<file path="src/rtl/fpmu_pkg.sv">
// Shared FP16 multiplier constants, FSM state type and flag bit positions.
// Imported by fpmu_norm_round_pack and fpmu_round_rne.
package fpmu_pkg;

   localparam int unsigned FP16_EXP_W  = 5;
   localparam int unsigned FP16_MANT_W = 10;
   localparam int unsigned FP16_BIAS   = 15;

   localparam logic [15:0] FP16_QNAN = 16'h7E00;
   localparam logic [15:0] FP16_INF  = 16'h7C00;

   typedef enum logic [1:0] {IDLE, NORM, ROUND, DONE} fpmu_state_e;

   localparam int unsigned FLAG_INEXACT   = 0;
   localparam int unsigned FLAG_UNDERFLOW = 1;
   localparam int unsigned FLAG_OVERFLOW  = 2;
   localparam int unsigned FLAG_INVALID   = 3;

endpackage

</file>
<file path="src/rtl/fpmu_round_rne.sv">
// Combinational round-to-nearest-even on a hidden-bit mantissa with guard/sticky.
// A carry-out renormalises the mantissa to 1.000...; the caller bumps the exponent.
module fpmu_round_rne
   import fpmu_pkg::*;
#(
   parameter int unsigned MANT_W = FP16_MANT_W
) (
   input  logic [MANT_W:0] i_mant,
   input  logic            i_guard,
   input  logic            i_sticky,
   output logic [MANT_W:0] o_mant,
   output logic            o_carry,
   output logic            o_inexact
);

   logic              w_up;
   logic [MANT_W+1:0] w_sum;

   assign w_up      = i_guard & (i_sticky | i_mant[0]);
   assign w_sum     = {1'b0, i_mant} + (MANT_W + 2)'(w_up);
   assign o_carry   = w_sum[MANT_W+1];
   assign o_mant    = o_carry ? {1'b1, {MANT_W{1'b0}}} : w_sum[MANT_W:0];
   assign o_inexact = i_guard | i_sticky;

endmodule

</file>
<file path="src/rtl/fpmu_norm_round_pack.sv">
// FP16 multiplier back end: normalise, unbias, round RNE, saturate and pack.
// Define FPMU_FLAGS_EN to add the o_flags {invalid, overflow, underflow, inexact} port.
module fpmu_norm_round_pack
   import fpmu_pkg::*;
#(
   parameter int unsigned EXP_W    = FP16_EXP_W,
   parameter int unsigned MANT_W   = FP16_MANT_W,
   parameter int unsigned EXP_BIAS = FP16_BIAS
) (
   input  logic                    clk,
   input  logic                    rst_n,
   input  logic                    i_in_valid,
   output logic                    o_in_ready,
   input  logic [2*MANT_W+1:0]     i_prod_mant,
   input  logic [EXP_W:0]          i_exp_sum,
   input  logic                    i_sign,
   input  logic                    i_in_zero,
   input  logic                    i_in_inf,
   input  logic                    i_in_nan,
   output logic                    o_out_valid,
   input  logic                    i_out_ready,
   output logic [EXP_W+MANT_W:0]   o_result
`ifdef FPMU_FLAGS_EN
   ,
   output logic [3:0]              o_flags
`endif
);

   localparam int unsigned PROD_W = 2 * MANT_W + 2;
   localparam int unsigned E_W    = EXP_W + 2;
   localparam int unsigned RES_W  = EXP_W + MANT_W + 1;
   localparam logic signed [E_W-1:0] E_MAX  = E_W'((1 << EXP_W) - 1);
   localparam logic signed [E_W-1:0] E_ZERO = '0;

   fpmu_state_e r_state;
   logic               r_in_ready;
   logic               r_out_valid;
   logic [RES_W-1:0]   r_result;
   logic [PROD_W-1:0]  r_prod;
   logic [EXP_W:0]     r_exp_sum;
   logic               r_sign;
   logic               r_zero;
   logic               r_inf;
   logic               r_nan;
   logic [MANT_W:0]    r_mant;
   logic               r_guard;
   logic               r_sticky;
   logic signed [E_W-1:0] r_e;

   logic               w_norm_hi;
   logic [MANT_W:0]    w_norm_mant;
   logic               w_norm_guard;
   logic               w_norm_sticky;
   logic [E_W-1:0]     w_norm_e;

   logic [MANT_W:0]    w_rnd_mant;
   logic               w_rnd_carry;
   logic               w_rnd_inexact;
   logic signed [E_W-1:0] w_rnd_e;
   logic               w_ovf;
   logic               w_unf;
   logic [RES_W-1:0]   w_res;

   // Bit PROD_W-1 set means the product is in [2,4): shift one further right.
   assign w_norm_hi     = r_prod[PROD_W-1];
   assign w_norm_mant   = w_norm_hi ? r_prod[PROD_W-1 -: MANT_W+1] : r_prod[PROD_W-2 -: MANT_W+1];
   assign w_norm_guard  = w_norm_hi ? r_prod[MANT_W] : r_prod[MANT_W-1];
   assign w_norm_sticky = w_norm_hi ? (|r_prod[MANT_W-1:0]) : (|r_prod[MANT_W-2:0]);
   assign w_norm_e      = {1'b0, r_exp_sum} - E_W'(EXP_BIAS) + E_W'(w_norm_hi);

   fpmu_round_rne #(
      .MANT_W (MANT_W)
   ) u_round (
      .i_mant    (r_mant),
      .i_guard   (r_guard),
      .i_sticky  (r_sticky),
      .o_mant    (w_rnd_mant),
      .o_carry   (w_rnd_carry),
      .o_inexact (w_rnd_inexact)
   );

   assign w_rnd_e = r_e + $signed(E_W'(w_rnd_carry));
   assign w_ovf   = (w_rnd_e >= E_MAX);
   assign w_unf   = (w_rnd_e <= E_ZERO);

   always_comb begin
      w_res = {r_sign, w_rnd_e[EXP_W-1:0], w_rnd_mant[MANT_W-1:0]};
      if (r_nan || (r_inf && r_zero)) begin
         w_res = FP16_QNAN;
      end else if (r_inf) begin
         w_res = {r_sign, FP16_INF[RES_W-2:0]};
      end else if (r_zero) begin
         w_res = {r_sign, {(RES_W-1){1'b0}}};
      end else if (w_ovf) begin
         w_res = {r_sign, FP16_INF[RES_W-2:0]};
      end else if (w_unf) begin
         w_res = {r_sign, {(RES_W-1){1'b0}}};
      end
   end

`ifdef FPMU_FLAGS_EN
   logic [3:0] r_flags;
   logic [3:0] w_flags;

   // Specials (NaN, inf, zero operands) are exact; only finite paths report inexact.
   always_comb begin
      w_flags = '0;
      if (r_nan || (r_inf && r_zero)) begin
         w_flags[FLAG_INVALID] = 1'b1;
      end else if (!r_inf && !r_zero) begin
         w_flags[FLAG_OVERFLOW]  = w_ovf;
         w_flags[FLAG_UNDERFLOW] = w_unf && !w_ovf;
         w_flags[FLAG_INEXACT]   = w_rnd_inexact | w_ovf | w_unf;
      end
   end

   always_ff @(posedge clk) begin
      if (!rst_n) begin
         r_flags <= '0;
      end else if (r_state == ROUND) begin
         r_flags <= w_flags;
      end
   end

   assign o_flags = r_flags;
`else
   logic w_unused_inexact;
   assign w_unused_inexact = w_rnd_inexact;
`endif

   always_ff @(posedge clk) begin
      if (!rst_n) begin
         r_state     <= IDLE;
         r_in_ready  <= 1'b1;
         r_out_valid <= 1'b0;
         r_result    <= '0;
      end else begin
         unique case (r_state)
            IDLE: begin
               if (i_in_valid && r_in_ready) begin
                  r_prod     <= i_prod_mant;
                  r_exp_sum  <= i_exp_sum;
                  r_sign     <= i_sign;
                  r_zero     <= i_in_zero;
                  r_inf      <= i_in_inf;
                  r_nan      <= i_in_nan;
                  r_in_ready <= 1'b0;
                  r_state    <= NORM;
               end
            end
            NORM: begin
               r_mant   <= w_norm_mant;
               r_guard  <= w_norm_guard;
               r_sticky <= w_norm_sticky;
               r_e      <= $signed(w_norm_e);
               r_state  <= ROUND;
            end
            ROUND: begin
               r_result    <= w_res;
               r_out_valid <= 1'b1;
               r_state     <= DONE;
            end
            DONE: begin
               if (i_out_ready) begin
                  r_out_valid <= 1'b0;
                  r_in_ready  <= 1'b1;
                  r_state     <= IDLE;
               end
            end
            default: r_state <= IDLE;
         endcase
      end
   end

   assign o_in_ready  = r_in_ready;
   assign o_out_valid = r_out_valid;
   assign o_result    = r_result;

endmodule

</file>
<file path="config.mk">
export PLATFORM = sky130hd
export DESIGN_NAME = fpmu_norm_round_pack
export DESIGN_NICKNAME = d
export VERILOG_FILES = /design/src/rtl/fpmu_pkg.sv /design/src/rtl/fpmu_round_rne.sv /design/src/rtl/fpmu_norm_round_pack.sv
export SDC_FILE = /design/constraint.sdc
export NUM_CORES = 1
export LEC_CHECK = 0
export ABC_AREA = 1
export CORE_MARGIN = 2
export CORE_UTILIZATION = 45
export CTS_BUF_LIST = sky130_fd_sc_hd__clkbuf_8
export DETAILED_ROUTE_END_ITERATION = 12
export PLACE_DENSITY = 0.72
export SLEW_MARGIN = 20
export SYNTH_ARGS = -nofsm -noshare
export SYNTH_HDL_FRONTEND = slang
export SYNTH_SLANG_ARGS = --single-unit
</file>
<file path="constraint.sdc">
create_clock -name clk -period 2.59 [get_ports clk]
set_input_delay 0.518 -clock clk [delete_from_list [all_inputs] [get_ports clk]]
set_output_delay 0.518 -clock clk [all_outputs]
set_load 0.005 [all_outputs]
</file>
# [Word level (Yosys, flattened, before mapping)]
# Cells that the tools add are included.
[classes] n_bitwise=2 magnitude_cmp=2 n_reduce_logical=13 eq_ne=5 addsub=4 n_mux=17
[op_table] cell="$mux W15" n=4
[op_table] cell="$mux W10" n=2
[op_table] cell="$mux W16" n=1
[op_table] cell="$add A11 B1 Y12" n=1
[op_table] cell="$reduce_or A10 Y1" n=1
[op_table] cell="$reduce_or A9 Y1" n=1
[op_table] cell="$pmux W2 S4" n=1
[op_table] cell="$add A7 B1 Y7" n=1
[op_table] cell="$add A7 B2 Y7" n=1
[op_table] cell="$ge A7 B6 Y1 const B" n=1
[op_table] cell="$le A7 B1 Y1 const B" n=1
[op_table] cell="$sub A6 B4 Y7 const B" n=1
[op_table] cell="$reduce_and A2 Y1" n=3
[op_table] cell="$reduce_and A3 Y1" n=2
[op_table] cell="$mux W1" n=5
[op_table] cell="$eq A2 B2 Y1 const B" n=2
[op_table] cell="$mux W2" n=2
[op_table] cell="$ne A2 B2 Y1 const B" n=2
[op_table] cell="$pmux W1 S2" n=2
[op_table] cell="$reduce_bool A2 Y1" n=2
[op_table] cell="$eq A2 B1 Y1 const B" n=1
[op_table] cell="$logic_and A1 B1 Y1" n=2
[op_table] cell="$logic_not A2 Y1" n=1
[op_table] cell="$and A1 B1 Y1" n=1
[op_table] cell="other kinds (2)" n=2
[totals] word_cells=58 in_bits=36 output_inout_bits=18 register_bits=72

# [Depth between registers and ports, before layout]
[depth] ltp_word=10 depth_mapped=17 ltp_nobuf=17

# [By module]
# A second synthesis with hierarchy kept.
[unflattened] cells_unflattened=319 hier_area_um2=3266.9
[modules_own_cells] module="fpmu_norm_round_pack" instances=1 area_each_um2=2961.6 cells_each=263 seq_area_each_um2=1961.9
[modules_own_cells] module="fpmu_round_rne" instances=1 area_each_um2=305.3 cells_each=56 seq_area_each_um2=0.0

# [Least setup slack after synthesis]
# Ideal clock, no wire load.
[synth_path] path_kind="input to register" from="input rst_n" to="register r_exp_sum[0] (enable)" setup_ns=0.421 stages=3 setup_slack_ns=-0.011 arrival_ns=2.180 path_buffers=1 required_time_ns=2.169 cell_sequence="inv_1 buf_1 nor2_1"
[synth_via] elab_chain_len=1
[synth_lines] item="start, declared" line="fpmu_norm_round_pack.sv:11" text="input logic rst_n,"
[synth_lines] item="$reduce_and A3 Y1 (no line)"
[synth_lines] item="end signal, assigned" line="fpmu_norm_round_pack.sv:142" text="r_exp_sum <= i_exp_sum;"
[synth_lines] item="end, declared" line="fpmu_norm_round_pack.sv:40" text="logic [EXP_W:0] r_exp_sum;"
# No other way between the ends.
# A chain may end at the register's enable or synchronous reset.

# [Final worst setup path]
[layout_path] from="register r_mant[0]" to="register r_result[6], in the netlist o_result[6]"
[layout_via] elab_chain_len=10
[layout_lines] item="start, declared" line="fpmu_norm_round_pack.sv:45" text="logic [MANT_W:0] r_mant;"
[layout_lines] item="start signal, assigned" line="fpmu_norm_round_pack.sv:152" text="r_mant <= w_norm_mant;"
[layout_lines] item="$or A1 B1 Y1" line="fpmu_round_rne.sv:19" text="assign w_up = i_guard & (i_sticky | i_mant[0]);"
[layout_lines] item="$and A1 B1 Y1" line="fpmu_round_rne.sv:19"
[layout_lines] item="$add A11 B1 Y12 *" line="fpmu_round_rne.sv:20" text="assign w_sum = {1'b0, i_mant} + (MANT_W + 2)'(w_up);"
[layout_lines] item="$add A7 B2 Y7" line="fpmu_norm_round_pack.sv:82" text="assign w_rnd_e = r_e + $signed(E_W'(w_rnd_carry));"
[layout_lines] item="$le A7 B1 Y1" line="fpmu_norm_round_pack.sv:84" text="assign w_unf = (w_rnd_e <= E_ZERO);"
[layout_lines] item="$mux W15" line="fpmu_norm_round_pack.sv:96" text="end else if (w_unf) begin"
[layout_lines] item="$mux W15 *" line="fpmu_norm_round_pack.sv:94" text="end else if (w_ovf) begin"
[layout_lines] item="$mux W15 *" line="fpmu_norm_round_pack.sv:92" text="end else if (r_zero) begin"
[layout_lines] item="$mux W15 *" line="fpmu_norm_round_pack.sv:90" text="end else if (r_inf) begin"
[layout_lines] item="$mux W16 *" line="fpmu_norm_round_pack.sv:88" text="if (r_nan || (r_inf && r_zero)) begin"
[layout_lines] item="end signal, assigned" line="fpmu_norm_round_pack.sv:159" text="r_result <= w_res;"
[layout_lines] item="end, declared" line="fpmu_norm_round_pack.sv:38" text="logic [RES_W-1:0] r_result;"
# Every way passes the cells marked *; elsewhere a longest branch is shown, timed or not.

==> results.tsv <==
stage	metric	value	unit
outcome	run_status	finished clean	
sta	finalWorstSetupSlack	0.144	ns
routing	route.detailed.drc	0	
clock_tree	postCtsHoldBufs	0	
finish	nets	425	
min_path	worst_hold_startpoint	o_result[15]	
setup_path	crit_slowest_cell	sky130_fd_sc_hd__edfxtp_1	
finish	num-fill-cells	561	
routing	routed-via-count	2317	
clock_tree	cts_tree	built	
setup_path	critPathRequiredTime	2.83	ns
setup_path	arrival	2.68	ns
finish	layout-drive-gt1-share	0.159	
floorplanning	die_area	7720	sq um
yosys	netlist-cell-type-count	33	
global_route	grt_start_max_net_pins	33	
sta	maxSlewHeadroom	0.731	
floorplanning	floorplan.die.width	87.9	microns
clock_tree	clockRootBuffer	sky130_fd_sc_hd__clkbuf_8	
global_route	first_pass_grt_wire_length	9080	microns
finish	finish.utilization	0.622	
routing	route.detailed.wl_per_inst	12.4	microns
finish	seqCellArea	1960	sq um
floorplanning	initial_core_util	0.466	
routing	route.detailed.vias_per_inst	4.83	
place	dp_hpwl	4040	microns
clock_tree	numCtsBuffers	9	
yosys	ys_warn_count	0	
pwr	power_dens_cells	745	nW/um^2
min_path	hold_path_class	reg2reg	
setup_path	worst_setup_start_kind	flip-flop	
yosys	synthesis.nets	354	
sta	setup_violations	0	
setup_path	critical_path.endpoint_type	flip-flop	
yosys	synth_ff_type	sky130_fd_sc_hd__edfxtp_1	
yosys	yosysTopAreaCellShare	0.493	
sta	measured_slew_at_the_worst_slew_check_pin	0.399	ns
floorplanning	chipHeight	87.9	microns
yosys	synth_seq_area_share	0.620	
clock_tree	clk-insertion-delay-late	0.34	ns
sta	final.setup_skew	0.00540	ns
global_route	globalRoute.totalOverflow	0	
setup_path	crit_chain	o21a_1, ha_2, nand3_2, nand3b_1, nor2_1, ha_2, ha_4, nand3_1, nand2_1, nand2_1, nor2_2, nand3_4, nand3_1, a21oi_2	
clock_tree	htree_num_levels	3	
yosys	synth-edff-count	52	
routing	drt_first_iter_violations	143	
yosys	synth_seq_cells	72	
pwr	vdd_ir_max	0.000321	V
run	cap_viol_max_count	0	
setup_path	critical_path_peak_fanout	5	
yosys	synthesis.area_per_instance	10.3	sq um
setup_path	worst_r2r_startpoint	r_mant[0]	
routing	number_of_nets_with_antenna_violations_after_routing	0	
finish	synthToLayoutAreaGrowth	33.5	%
clock_tree	max-clock-path-buffers	2	
pwr	total_leakage_power	1.60	nW
setup_path	slowest_delay	0.35	ns
sta	unrepaired_setup_endpoints_after_global_routing	yes	
place	detailedPlace.worstSlack	0.0259	ns
clock_tree	numClockSinks	72	
place	place.gp.congestion	0.777	
sta	fin_crit_sh	0.945	
setup_path	worstReg2RegEnd	o_result[6]	
pwr	p_total	3.15	mW
finish	multi_input_comb_area	1220	sq um
yosys	synthesis.area	3160	sq um
setup_path	critPathKind	reg2reg	
floorplanning	core.rowCount	30	
yosys	netlist.top_cell.by_area	sky130_fd_sc_hd__edfxtp_1	
routing	routed_wirelength	5940	microns
sta	hold_viol	0	
setup_path	reg2reg_setup_slack	0.14	ns
yosys	async_set_or_reset_register_ratio_after_synthesis	0	
min_path	hold_depth	2	
place	placement.io_buffers	53	
routing	detailedRoute.firstPassIterationCount	4	
yosys	netlist_top_cells_area	sky130_fd_sc_hd__edfxtp_1, sky130_fd_sc_hd__dfxtp_1, sky130_fd_sc_hd__nand2_1	
finish	antennaDiodeCount	0	
yosys	gate_count_post_synth	308	
setup_path	ff2ff_path_depth	14	
clock_tree	cts.reportedPaths.clkPinSlew	0.08	ns
min_path	whs_endpoint	o_result[15]	
sta	period_needed	2.45	ns
sta	slew_viol_final	0	
global_route	first_global_vias	2139	
sta	maxClockFrequency	409	MHz
global_route	number_of_antenna_violations_at_the_first_check_in_global_routing	0	
floorplanning	num_io_pins	54	
floorplanning	core_area	6790	sq um
global_route	grt.total_usage	0.154	
## stage by stage
stage	hold slack [ns]	instance area, sq um	TNS, ns	instances
floorplan	0.462	3170	0	308
global placement	0.453	3840	0	457
detailed placement	0.458	3840	0	457
CTS	0.470	4030	0	473
global route	0.490	4220	-0.742	480
finish	0.469	4220	0	480
## cells in the mapped netlist, types with 3 or more instances
master                      n
sky130_fd_sc_hd__nand3_1   21
sky130_fd_sc_hd__dfxtp_1   20
sky130_fd_sc_hd__ha_1      10
sky130_fd_sc_hd__inv_1     31
sky130_fd_sc_hd__nor2_1    27
sky130_fd_sc_hd__clkbuf_1   3
sky130_fd_sc_hd__xor2_1     6
sky130_fd_sc_hd__edfxtp_1  52
sky130_fd_sc_hd__a21oi_1   17
sky130_fd_sc_hd__xnor2_1    3
sky130_fd_sc_hd__nor3_1     3
sky130_fd_sc_hd__nand2_1   75
sky130_fd_sc_hd__o21ai_0    9
sky130_fd_sc_hd__nand2_2    4
sky130_fd_sc_hd__nor2_2     3
## report_power, final
group          internal [mW]  switching (mW)  leakage (nW)  total (mW)
Sequential              1.46           0.115         0.637        1.58
Clock                  0.436           0.419        0.0978       0.855
Combinational          0.333           0.384         0.866       0.717
## routing by layer
layer	global-route usage	vias up	wire, microns
met3	0.0518	12	338
met2	0.266	63	2980
met5	0	-	0
met4	0.0629	0	138
li1	-	1183	-
met1	0.175	1059	2490
## placed cells by master (no fill, tap or decap), types with 3 or more instances in the layout
cell type / netlist / layout
sky130_fd_sc_hd__dfxtp_1: 20 / 20
sky130_fd_sc_hd__nor2_1: 27 / 23
sky130_fd_sc_hd__clkbuf_8: 0 / 9
sky130_fd_sc_hd__xnor2_1: 3 / 3
sky130_fd_sc_hd__inv_1: 31 / 32
sky130_fd_sc_hd__nand3_4: 0 / 3
sky130_fd_sc_hd__nor2_2: 3 / 4
sky130_fd_sc_hd__nor2_4: 0 / 4
sky130_fd_sc_hd__buf_4: 0 / 8
sky130_fd_sc_hd__ha_1: 10 / 7
sky130_fd_sc_hd__clkdlybuf4s50_1: 0 / 53
sky130_fd_sc_hd__nand2_2: 4 / 4
sky130_fd_sc_hd__o21ai_0: 9 / 9
sky130_fd_sc_hd__edfxtp_1: 52 / 52
sky130_fd_sc_hd__nand2_4: 0 / 3
sky130_fd_sc_hd__nand3_1: 21 / 15
sky130_fd_sc_hd__xor2_1: 6 / 6
sky130_fd_sc_hd__nand3_2: 2 / 6
sky130_fd_sc_hd__a21oi_1: 17 / 14
sky130_fd_sc_hd__nand2_1: 75 / 72
sky130_fd_sc_hd__a21oi_2: 1 / 4
## worst max-delay path by stage
stage / to / slack (ns) / cells after the start / start
finish: o_result[6] / 0.14 / 14 / r_mant[0]
global route: o_result[6] / -0.07 / 15 / r_mant[0]
CTS: o_result[7] / 0.02 / 12 / r_mant[0]
detailed placement: o_result[6] / 0.03 / 12 / r_mant[0]
global placement: o_result[6] / 0.10 / 12 / r_mant[0]
floorplan: o_result[6] / 0.15 / 12 / r_mant[0]
## cell families (layout without fill, tap and decap cells)
logic type,after synthesis,count (layout),share of synthesized area
flip-flops,72,72,0.620
buffers and inverters,36,110,0.0427
AND/OR/NAND/NOR,146,148,0.210
adder cells (fa/ha/maj),10,10,0.0395
XOR/XNOR,9,9,0.0249
AO/OA/AOI/OAI,35,35,0.0629
## worst max-delay path: cells and delay by family, from the launching register on
| family | cells | cell delay [ns] |
|---|---|---|
| simple gates | 9 | 1.21 |
| fa+ha+maj | 3 | 0.58 |
| flops | 1 | 0.35 |
| compound gates | 2 | 0.19 |
## flip-flops by register name (all words and copies together), names as in the netlist, 2 cells and up
name and cells:
r_prod 22, o_result 16, r_mant 11, r_e 7, r_exp_sum 6, r_state 2
## layout make-up
| type | instances | area share |
|---|---|---|
| Timing Repair Buffer | 62 | 0.145 |
| Multi-Input combinational cell | 202 | 0.289 |
| Tap cell | 96 | 0.0284 |
| Sequential cell | 72 | 0.465 |
| Inverter | 32 | 0.0284 |
| Clock buffer | 9 | 0.0293 |
| Clock inverter | 7 | 0.0151 |
## repair_timing
item,in CTS,in global routing
setup buffers,0,5
resized for setup,0,29
endpoints found under the setup margin,0,15
endpoints found under the hold margin,0,0
No activity file was read; power rests on OpenSTA's default activity.
